$ cat src/rtl/adc_scan_pkg.sv
`default_nettype none
// ============================================================================
//  Module  : adc_scan_pkg
//  Brief   : Shared state encodings and parity helper for the ADC scan link.
//  Revision: 1.0 - initial release
// ============================================================================
package adc_scan_pkg;

    typedef enum logic [2:0] {
        S_MUX  = 3'd0,
        S_SOC  = 3'd1,
        S_WAIT = 3'd2,
        S_LOAD = 3'd3,
        S_SEND = 3'd4,
        S_TXW  = 3'd5
    } scan_state_e;

    typedef enum logic [2:0] {
        TX_IDLE  = 3'd0,
        TX_START = 3'd1,
        TX_DATA  = 3'd2,
        TX_PAR   = 3'd3,
        TX_STOP  = 3'd4
    } tx_state_e;

    localparam int MAX_DATA_W = 16;

    // Payload is zero-extended by the caller; extra zeros do not affect parity.
    function automatic logic parity_bit(input logic [MAX_DATA_W-1:0] d, input logic odd);
        return (^d) ^ odd;
    endfunction

endpackage
`default_nettype wire

$ cat src/rtl/uart_frame_tx.sv
`default_nettype none
// ============================================================================
//  Module  : uart_frame_tx
//  Brief   : Async serial frame transmitter: start, MSB-first data, parity, stops.
//  Revision: 1.0 - initial release
// ============================================================================
module uart_frame_tx
    import adc_scan_pkg::*;
#(
    parameter int DATA_W     = 8,
    parameter int BIT_DIV    = 105,
    parameter int PARITY_EN  = 0,
    parameter int PARITY_ODD = 0,
    parameter int STOP_BITS  = 1
) (
    input  logic              clock,
    input  logic              reset,
    input  logic              start,
    input  logic [DATA_W-1:0] data,
    output logic              busy,
    output logic              tx_end,
    output logic              data_out
);

    localparam int              BC_W      = $clog2(BIT_DIV);
    localparam logic [BC_W-1:0] BC_LAST   = BC_W'(BIT_DIV - 1);
    localparam logic [4:0]      DATA_LAST = 5'(DATA_W - 1);
    localparam logic [4:0]      STOP_LAST = 5'(STOP_BITS - 1);

    tx_state_e         state_q, state_d;
    logic [BC_W-1:0]   bc_q, bc_d;
    logic [4:0]        idx_q, idx_d;
    logic [DATA_W-1:0] sh_q, sh_d;
    logic              par_q, par_d;
    logic              line_q, line_d;
    logic              bit_done;

    assign bit_done = (bc_q == BC_LAST);

    always_comb begin
        state_d = state_q;
        idx_d   = idx_q;
        sh_d    = sh_q;
        par_d   = par_q;
        line_d  = line_q;
        tx_end  = 1'b0;
        bc_d    = (state_q == TX_IDLE || bit_done) ? '0 : bc_q + 1'b1;

        case (state_q)
            TX_IDLE: begin
                line_d = 1'b1;
                if (start) begin
                    state_d = TX_START;
                    line_d  = 1'b0;
                    sh_d    = data;
                    par_d   = parity_bit(MAX_DATA_W'(data), PARITY_ODD != 0);
                end
            end
            TX_START: begin
                if (bit_done) begin
                    state_d = TX_DATA;
                    idx_d   = '0;
                    line_d  = sh_q[DATA_W-1];
                    sh_d    = sh_q << 1;
                end
            end
            TX_DATA: begin
                if (bit_done) begin
                    if (idx_q != DATA_LAST) begin
                        idx_d  = idx_q + 5'd1;
                        line_d = sh_q[DATA_W-1];
                        sh_d   = sh_q << 1;
                    end else if (PARITY_EN != 0) begin
                        state_d = TX_PAR;
                        line_d  = par_q;
                    end else begin
                        state_d = TX_STOP;
                        idx_d   = '0;
                        line_d  = 1'b1;
                    end
                end
            end
            TX_PAR: begin
                if (bit_done) begin
                    state_d = TX_STOP;
                    idx_d   = '0;
                    line_d  = 1'b1;
                end
            end
            TX_STOP: begin
                if (bit_done) begin
                    if (idx_q == STOP_LAST) begin
                        tx_end  = 1'b1;
                        state_d = TX_IDLE;
                    end else begin
                        idx_d = idx_q + 5'd1;
                    end
                end
            end
            default: begin
                state_d = TX_IDLE;
                line_d  = 1'b1;
            end
        endcase
    end

    always_ff @(posedge clock) begin
        if (reset) begin
            state_q <= TX_IDLE;
            bc_q    <= '0;
            idx_q   <= '0;
            sh_q    <= '0;
            par_q   <= 1'b0;
            line_q  <= 1'b1;
        end else begin
            state_q <= state_d;
            bc_q    <= bc_d;
            idx_q   <= idx_d;
            sh_q    <= sh_d;
            par_q   <= par_d;
            line_q  <= line_d;
        end
    end

    assign busy     = (state_q != TX_IDLE);
    assign data_out = line_q;

endmodule
`default_nettype wire

$ cat src/rtl/adc_scan_uart_tx.sv
`default_nettype none
// ============================================================================
//  Module  : adc_scan_uart_tx
//  Brief   : Round-robin ADC channel scanner shipping each sample as a serial frame.
//  Revision: 1.0 - initial release
// ============================================================================
module adc_scan_uart_tx
    import adc_scan_pkg::*;
#(
    parameter int N_CH       = 8,
    parameter int CH_W       = 4,
    parameter int DATA_W     = 8,
    parameter int BIT_DIV    = 105,
    parameter int PARITY_EN  = 0,
    parameter int PARITY_ODD = 0,
    parameter int STOP_BITS  = 1,
    parameter int EOC_TMO    = 255
) (
    input  logic              clock,
    input  logic              reset,
    input  logic              eoc,
    input  logic [DATA_W-1:0] data_in,
    input  logic              dsr,
    output logic              mux_en,
    output logic [CH_W-1:0]   canale,
    output logic              soc,
    output logic              load_dato,
    output logic              data_out,
    output logic              busy,
    output logic              tx_end,
    output logic              error
);

    localparam int              TMO_W   = ($clog2(EOC_TMO + 1) > 8) ? $clog2(EOC_TMO + 1) : 8;
    localparam logic [TMO_W-1:0] TMO_LIM = TMO_W'(EOC_TMO);
    localparam logic [CH_W-1:0]  CH_LAST = CH_W'(N_CH - 1);

    scan_state_e       state_q, state_d;
    logic [CH_W-1:0]   canale_q, canale_d;
    logic [TMO_W-1:0]  tmo_q, tmo_d;
    logic [DATA_W-1:0] sample_q, sample_d;
    logic              mux_en_q, mux_en_d;
    logic              soc_q, soc_d;
    logic              load_q, load_d;
    logic              error_q, error_d;
    logic [TMO_W-1:0]  tmo_inc;
    logic [CH_W-1:0]   canale_nxt;
    logic              frame_start;
    logic              tx_end_w;

    assign tmo_inc    = (&tmo_q) ? tmo_q : tmo_q + 1'b1;
    assign canale_nxt = (canale_q == CH_LAST) ? '0 : canale_q + 1'b1;

    always_comb begin
        state_d     = state_q;
        canale_d    = canale_q;
        tmo_d       = tmo_q;
        sample_d    = sample_q;
        mux_en_d    = mux_en_q;
        soc_d       = soc_q;
        load_d      = 1'b0;
        error_d     = error_q;
        frame_start = 1'b0;

        case (state_q)
            S_MUX: begin
                mux_en_d = 1'b1;
                state_d  = S_SOC;
            end
            S_SOC: begin
                soc_d   = 1'b1;
                tmo_d   = '0;
                state_d = S_WAIT;
            end
            S_WAIT: begin
                if (!eoc) begin
                    load_d   = 1'b1;
                    sample_d = data_in;
                    mux_en_d = 1'b0;
                    state_d  = S_LOAD;
                end else begin
                    tmo_d = tmo_inc;
                    // A stuck converter skips this channel without sending anything.
                    if ((EOC_TMO != 0) && (tmo_inc == TMO_LIM)) begin
                        error_d  = 1'b1;
                        soc_d    = 1'b0;
                        mux_en_d = 1'b0;
                        canale_d = canale_nxt;
                        state_d  = S_MUX;
                    end
                end
            end
            S_LOAD: begin
                soc_d   = 1'b0;
                state_d = S_SEND;
            end
            S_SEND: begin
                if (dsr) begin
                    frame_start = 1'b1;
                    error_d     = 1'b0;
                    state_d     = S_TXW;
                end else begin
                    error_d = 1'b1;
                end
            end
            S_TXW: begin
                if (tx_end_w) begin
                    canale_d = canale_nxt;
                    state_d  = S_MUX;
                end
            end
            default: state_d = S_MUX;
        endcase
    end

    always_ff @(posedge clock) begin
        if (reset) begin
            state_q  <= S_MUX;
            canale_q <= '0;
            tmo_q    <= '0;
            sample_q <= '0;
            mux_en_q <= 1'b0;
            soc_q    <= 1'b0;
            load_q   <= 1'b0;
            error_q  <= 1'b0;
        end else begin
            state_q  <= state_d;
            canale_q <= canale_d;
            tmo_q    <= tmo_d;
            sample_q <= sample_d;
            mux_en_q <= mux_en_d;
            soc_q    <= soc_d;
            load_q   <= load_d;
            error_q  <= error_d;
        end
    end

    uart_frame_tx #(
        .DATA_W     (DATA_W),
        .BIT_DIV    (BIT_DIV),
        .PARITY_EN  (PARITY_EN),
        .PARITY_ODD (PARITY_ODD),
        .STOP_BITS  (STOP_BITS)
    ) u_tx (
        .clock    (clock),
        .reset    (reset),
        .start    (frame_start),
        .data     (sample_q),
        .busy     (busy),
        .tx_end   (tx_end_w),
        .data_out (data_out)
    );

    assign mux_en    = mux_en_q;
    assign canale    = canale_q;
    assign soc       = soc_q;
    assign load_dato = load_q;
    assign tx_end    = tx_end_w;
    assign error     = error_q;

endmodule
`default_nettype wire

$ cat config.mk
export PLATFORM = sky130hd
export DESIGN_NAME = adc_scan_uart_tx
export DESIGN_NICKNAME = d
export VERILOG_FILES = /design/src/rtl/adc_scan_pkg.sv /design/src/rtl/uart_frame_tx.sv /design/src/rtl/adc_scan_uart_tx.sv
export SDC_FILE = /design/constraint.sdc
export NUM_CORES = 1
export LEC_CHECK = 0
export CAP_MARGIN = 20
export CORE_ASPECT_RATIO = 1.25
export CORE_MARGIN = 2
export CORE_UTILIZATION = 30
export DETAILED_ROUTE_END_ITERATION = 10
export DONT_BUFFER_PORTS = 1
export PLACE_DENSITY_LB_ADDON = 0.12
export SKIP_LAST_GASP = 1
export SLEW_MARGIN = 25
export SYNTH_ARGS = -nofsm -noshare
export SYNTH_HDL_FRONTEND = slang
export SYNTH_SLANG_ARGS = --single-unit
$ cat constraint.sdc
create_clock -name clock -period 6.45 [get_ports clock]
set_input_delay 0.9675 -clock clock [delete_from_list [all_inputs] [get_ports clock]]
set_output_delay 0.9675 -clock clock [all_outputs]
set_load 0.02 [all_outputs]
# Word level (Yosys, flattened, before mapping)
# Cells that the tools add are included.
dict set report totals {
  out_inout_bits 11
  inputBits 12
  regBits 51
}
dict set report op_classes {
  n_eq_ne 28
  mux 53
  n_reduce_logical 27
  bitwise_logic 3
  add_sub_neg 4
}
# op count
set ops {}
lappend ops {{8-bit two-way mux} 6}
lappend ops {{3-bit two-way mux} 11}
lappend ops {{5-bit two-way mux} 5}
lappend ops {{8-bit one-hot mux with 3 select lines} 1}
lappend ops {{3-bit one-hot mux with 6 select lines} 1}
lappend ops {{1-bit two-way mux} 17}
lappend ops {{4-bit two-way mux} 4}
lappend ops {{8-bit one-hot mux with 2 select lines} 1}
lappend ops {{3-bit one-hot mux with 5 select lines} 1}
lappend ops {{5-bit one-hot mux with 3 select lines} 1}
lappend ops {{2-bit by 1-bit != test with 1-bit output (second input constant)} 7}
lappend ops {{2-bit != test (second input constant)} 7}
lappend ops {{3-bit by 2-bit equality test with 1-bit output (second input constant)} 4}
lappend ops {{3-bit nonzero test} 4}
lappend ops {{5-bit AND reduction} 2}
lappend ops {{3-bit equality test (second input constant)} 3}
lappend ops {{3-bit AND reduction} 3}
lappend ops {{8-bit by 1-bit adder with 8-bit output (second input constant)} 1}
lappend ops {{8-bit equality test (second input constant)} 1}
lappend ops {{4-bit one-hot mux with 2 select lines} 1}
lappend ops {{4-bit AND reduction} 2}
lappend ops {{8-bit AND reduction} 1}
lappend ops {{2-bit nonzero test} 4}
lappend ops {{7-bit by 1-bit adder with 7-bit output (second input constant)} 1}
lappend ops {{17 further kinds} 26}

# Depth between registers and ports, before layout
dict set report depth {
  depth_word 6
  mapped_depth 9
  depth_no_buf 8
}

# Hierarchy
# A second synthesis with hierarchy kept.
dict set report unflattened {
  cells_unflattened 350
  hier_area_um2 2974.1
}
# module instances area_per_inst_um2 cells_per_inst seq_area_each_um2
set by_module_without_submodules {}
lappend by_module_without_submodules {adc_scan_uart_tx 1 1524.0 181 540.5}
lappend by_module_without_submodules {uart_frame_tx 1 1450.1 169 480.5}

# Worst setup path before layout
# OpenSTA, ideal clock, no wires.
dict set report synth_path {
  kind {reg2out}
  start {register u_tx.idx_q[0]}
  end {output port tx_end}
  path_buffers 0
  stages_incl_launch_ff 5
  t_arrival_ns 1.411
  slack_ns 4.072
  required_ns 5.483
  path_cell_list {dfxtp_1 > inv_1 > ha_1 > or4b_4 > nor4_4}
}
dict set report synth_between {
  elab_chain_cells 4
}
# element line
set synth_lines {}
lappend synth_lines {{start, declared} uart_frame_tx.sv:32} ;# logic [4:0] idx_q, idx_d;
lappend synth_lines {{start signal, assigned} uart_frame_tx.sv:118} ;# idx_q <= idx_d;
lappend synth_lines {{5-bit zero test} uart_frame_tx.sv:92} ;# if (idx_q == STOP_LAST) begin
lappend synth_lines {{1-bit two-way mux} uart_frame_tx.sv:92}
lappend synth_lines {{1-bit two-way mux} uart_frame_tx.sv:91} ;# if (bit_done) begin
lappend synth_lines {{1-bit two-way mux} uart_frame_tx.sv:49} ;# case (state_q)
lappend synth_lines {{end, declared} adc_scan_uart_tx.sv:30} ;# output logic tx_end,
# No other way between the ends.

# Worst setup path after layout
# Same ends and word-level chain as after synthesis.

==> impl_metrics.csv <==
group,metric,value,unit
cts,postCtsHoldBufs,0,
route,wl_met2,2660,µm
cts,clk_pin_slew,0.09,ns
setup_path,worstPathArrival,1.85,ns
die,fp.dieH,107,µm
route,drtAntennaViolNets,0,
die,core,8240,µm²
placed_design,dpl.hpwl,3940,µm
layout,area_growth_syn_to_layout,6.58,%
setup_path,end_kind,"output pin",
synth,synth-seq-area-share,40.1,%
synth,synth-warning-count,0,
global_route,grt_max_degree,40,
synth,syn_area,2550,µm²
route,drtIter0Drc,77,
synth,ys_seq_elements,51,
synth,yosys.area.top_type,"dfxtp_1",
route,via_count,2124,
route,viasPerCell,5.28,
power_and_ir_drop,p_leak,0.000872,µW
synth,ys_async_sr_fraction,0,%
cts,cts_buffer_depth,2,
status,status,"complete, no violations",
timing,post-route-min-period,2.82,ns
setup_path,path_class,"flop to output pin",
setup_path,critPathMaxFanout,3,
global_route,grt_use_total,12.7,%
timing,finalSetupViolCount,0,
timing,slew_headroom,53.9,%
cts,htree_levels,2,
placed_design,pre_cts_ws,3.82,ns
power_and_ir_drop,power_density,253,nW/µm²
run,max_cap_viol_count,0,
timing,fmax,355,MHz
layout,fillers,888,
synth,synth_edf_count,0,
setup_path,required,5.48,ns
timing,finalHoldViolCount,0,
global_route,first_global_vias,1920,
synth,synthFlopType,"dfxtp_1",
cts,cts_made_buffers,5,
synth,synth_top_area_share,40.1,%
route,met3_length,265,µm
placed_design,gp_congestion,0.819,
route,top_layer,"met4",
route,post_drt_wl_per_cell,14.1,µm
cts,clk_latency,0.30,ns
die,ios,23,
synth,synth_nets,327,
synth,synthTopCellsByArea,"dfxtp_1, nor2_1, nand2_1",
timing,tns,0,ns
global_route,antenna_found_initial,0,
die,initial_core_util,30.9,%
route,met1Wirelength,2660,µm
timing,rsz0062_at_grt,"false",
layout,drive_above_1_share,6.23,%
timing,fin_skew,0.00584,ns
timing,drv_slew,0,
layout,antenna_cells,0,
route,dr.pass1.iters,4,
setup_path,cp-start-kind,"flop",
timing,worst_slew_pin_slew,0.692,ns
cts,cts.repair.resized,0,
cts,clock-sinks,51,
global_route,grt_overflow,0,
synth,syn_inst,309,
die,row_count,37,
power_and_ir_drop,peakVddDrop,101,µV
synth,yosysUniqueCellTypes,54,
die,fp.dieW,86.4,µm
hold_path,hp-class,"flop to flop",
cts,cts_setup_buffers,0,
cts,cts_root_buf,"clkbuf_8",
timing,worst_slack,3.63,ns
layout,fin_util,33.0,%
layout,nets,322,
die,dieArea,9250,µm²
route,drc,0,
global_route,grt_pass1_wl,9290,µm
timing,fin_crit_sh,43.7,%
synth,synth_area_per_cell,8.25,µm²
placed_design,portBuffers,0,
route,drt-total-wl,5660,µm
setup_path,reg2reg_setup_slack,3.95,ns
cts,cts_tree,"built",
state kept, by name, indices dropped and copies added (netlist names):
name	cells
u_tx.idx_q	5
soc	1
tmo_q	8
u_tx.state_q	3
error	1
mux_en	1
state_q	3
canale	4
u_tx.sh_q	8
load_dato	1
u_tx.data_out	1
u_tx.bc_q	7
sample_q	8
placed cells by master, fill, tap and decap left out, drive strengths merged, types with 3 or more instances in the layout:
master,synthesis,layout
ha,6,6
clkbuf,9,5
or3,4,4
a21oi,26,26
nand2b,6,6
or3b,3,3
o21ai,12,12
mux2i,9,9
nand3,14,14
nor2,42,42
nor3,5,5
nand2,37,37
and3,7,7
dfxtp,51,51
inv,6,6
a22oi,3,3
a31oi,5,5
nand4,3,3
a211oi,14,14
nor2b,5,5
xnor2,6,6
report_power, final:
part	internal (µW)	total, µW	switching [µW]
Combinational	49.9	119	69.4
Sequential	340	380	39.8
Clock	75.8	189	113
Total	465	688	222
logic make-up (layout without fill, tap and decap cells):
logic type	Yosys count	count (layout)	share of synthesized area, %
AOI/OAI and AO/OA	76	76	19.4
adders and majority gates	6	6	2.95
buffers and inverters	19	15	2.99
xor gates and xnor gates	8	8	2.75
muxes	10	10	3.98
and+or+nand+nor	139	139	27.8
DFF	51	51	40.1
stage by stage:
stage | cell area [µm²] | total power [µW] | instances | hold WS [ns]
after floorplan | 2550 | 479 | 309 | 0.426
after global placement | 2620 | 509 | 394 | 0.442
after detailed placement | 2620 | 508 | 394 | 0.447
after CTS | 2710 | 700 | 402 | 0.465
after global routing | 2720 | 734 | 402 | 0.488
final | 2720 | 688 | 402 | 0.462
worst paths after layout:
check	from	end	cells past startpoint
max	u_tx.idx_q[0]	tx_end	4
min	sample_q[2]	sample_q[2]	2
max reg2reg	tmo_q[0]	canale[3]	7
min reg2reg	sample_q[2]	sample_q[2]	2
worst max-delay path, stage by stage (launching register included):
cell     delay, ns
dfxtp_1       0.34
inv_1         0.09
ha_1          0.16
or4b_4        0.49
nor4_4        0.47
cell usage after synthesis, types with 2 or more instances:
cell type	number
mux2i_1	9
nor2b_1	5
nand4_1	3
o21ai_0	11
and2_1	2
nand3_1	13
dfxtp_1	51
a22oi_1	3
ha_1	6
or3_1	4
xor2_1	2
a31oi_1	5
clkbuf_1	9
inv_1	6
buf_2	4
nor3_1	5
and3_1	7
or3b_1	2
a211oi_1	14
o31ai_1	2
nand2b_1	6
a21oi_1	25
o21bai_1	2
nor2_1	41
nand2_1	37
xnor2_1	6
and4_1	2
layer usage:
| layer | GRT usage (%) | vias up |
|---|---|---|
| met5 | 0 | - |
| met4 | 4.24 | 0 |
| met3 | 4.31 | 5 |
| met2 | 20.1 | 28 |
| met1 | 16.1 | 989 |
| li1 | - | 1102 |
final cells by class:
cell class	count	area [µm²]	area share (%)
Multi-Input combinational cell	239	1460	53.6
Tap cell	97	121	4.47
Clock inverter	3	20.0	0.737
Timing Repair Buffer	1	7.51	0.276
Clock buffer	5	68.8	2.53
Inverter	6	22.5	0.829
Sequential cell	51	1020	37.6
Power figures use the tool's default switching activity.
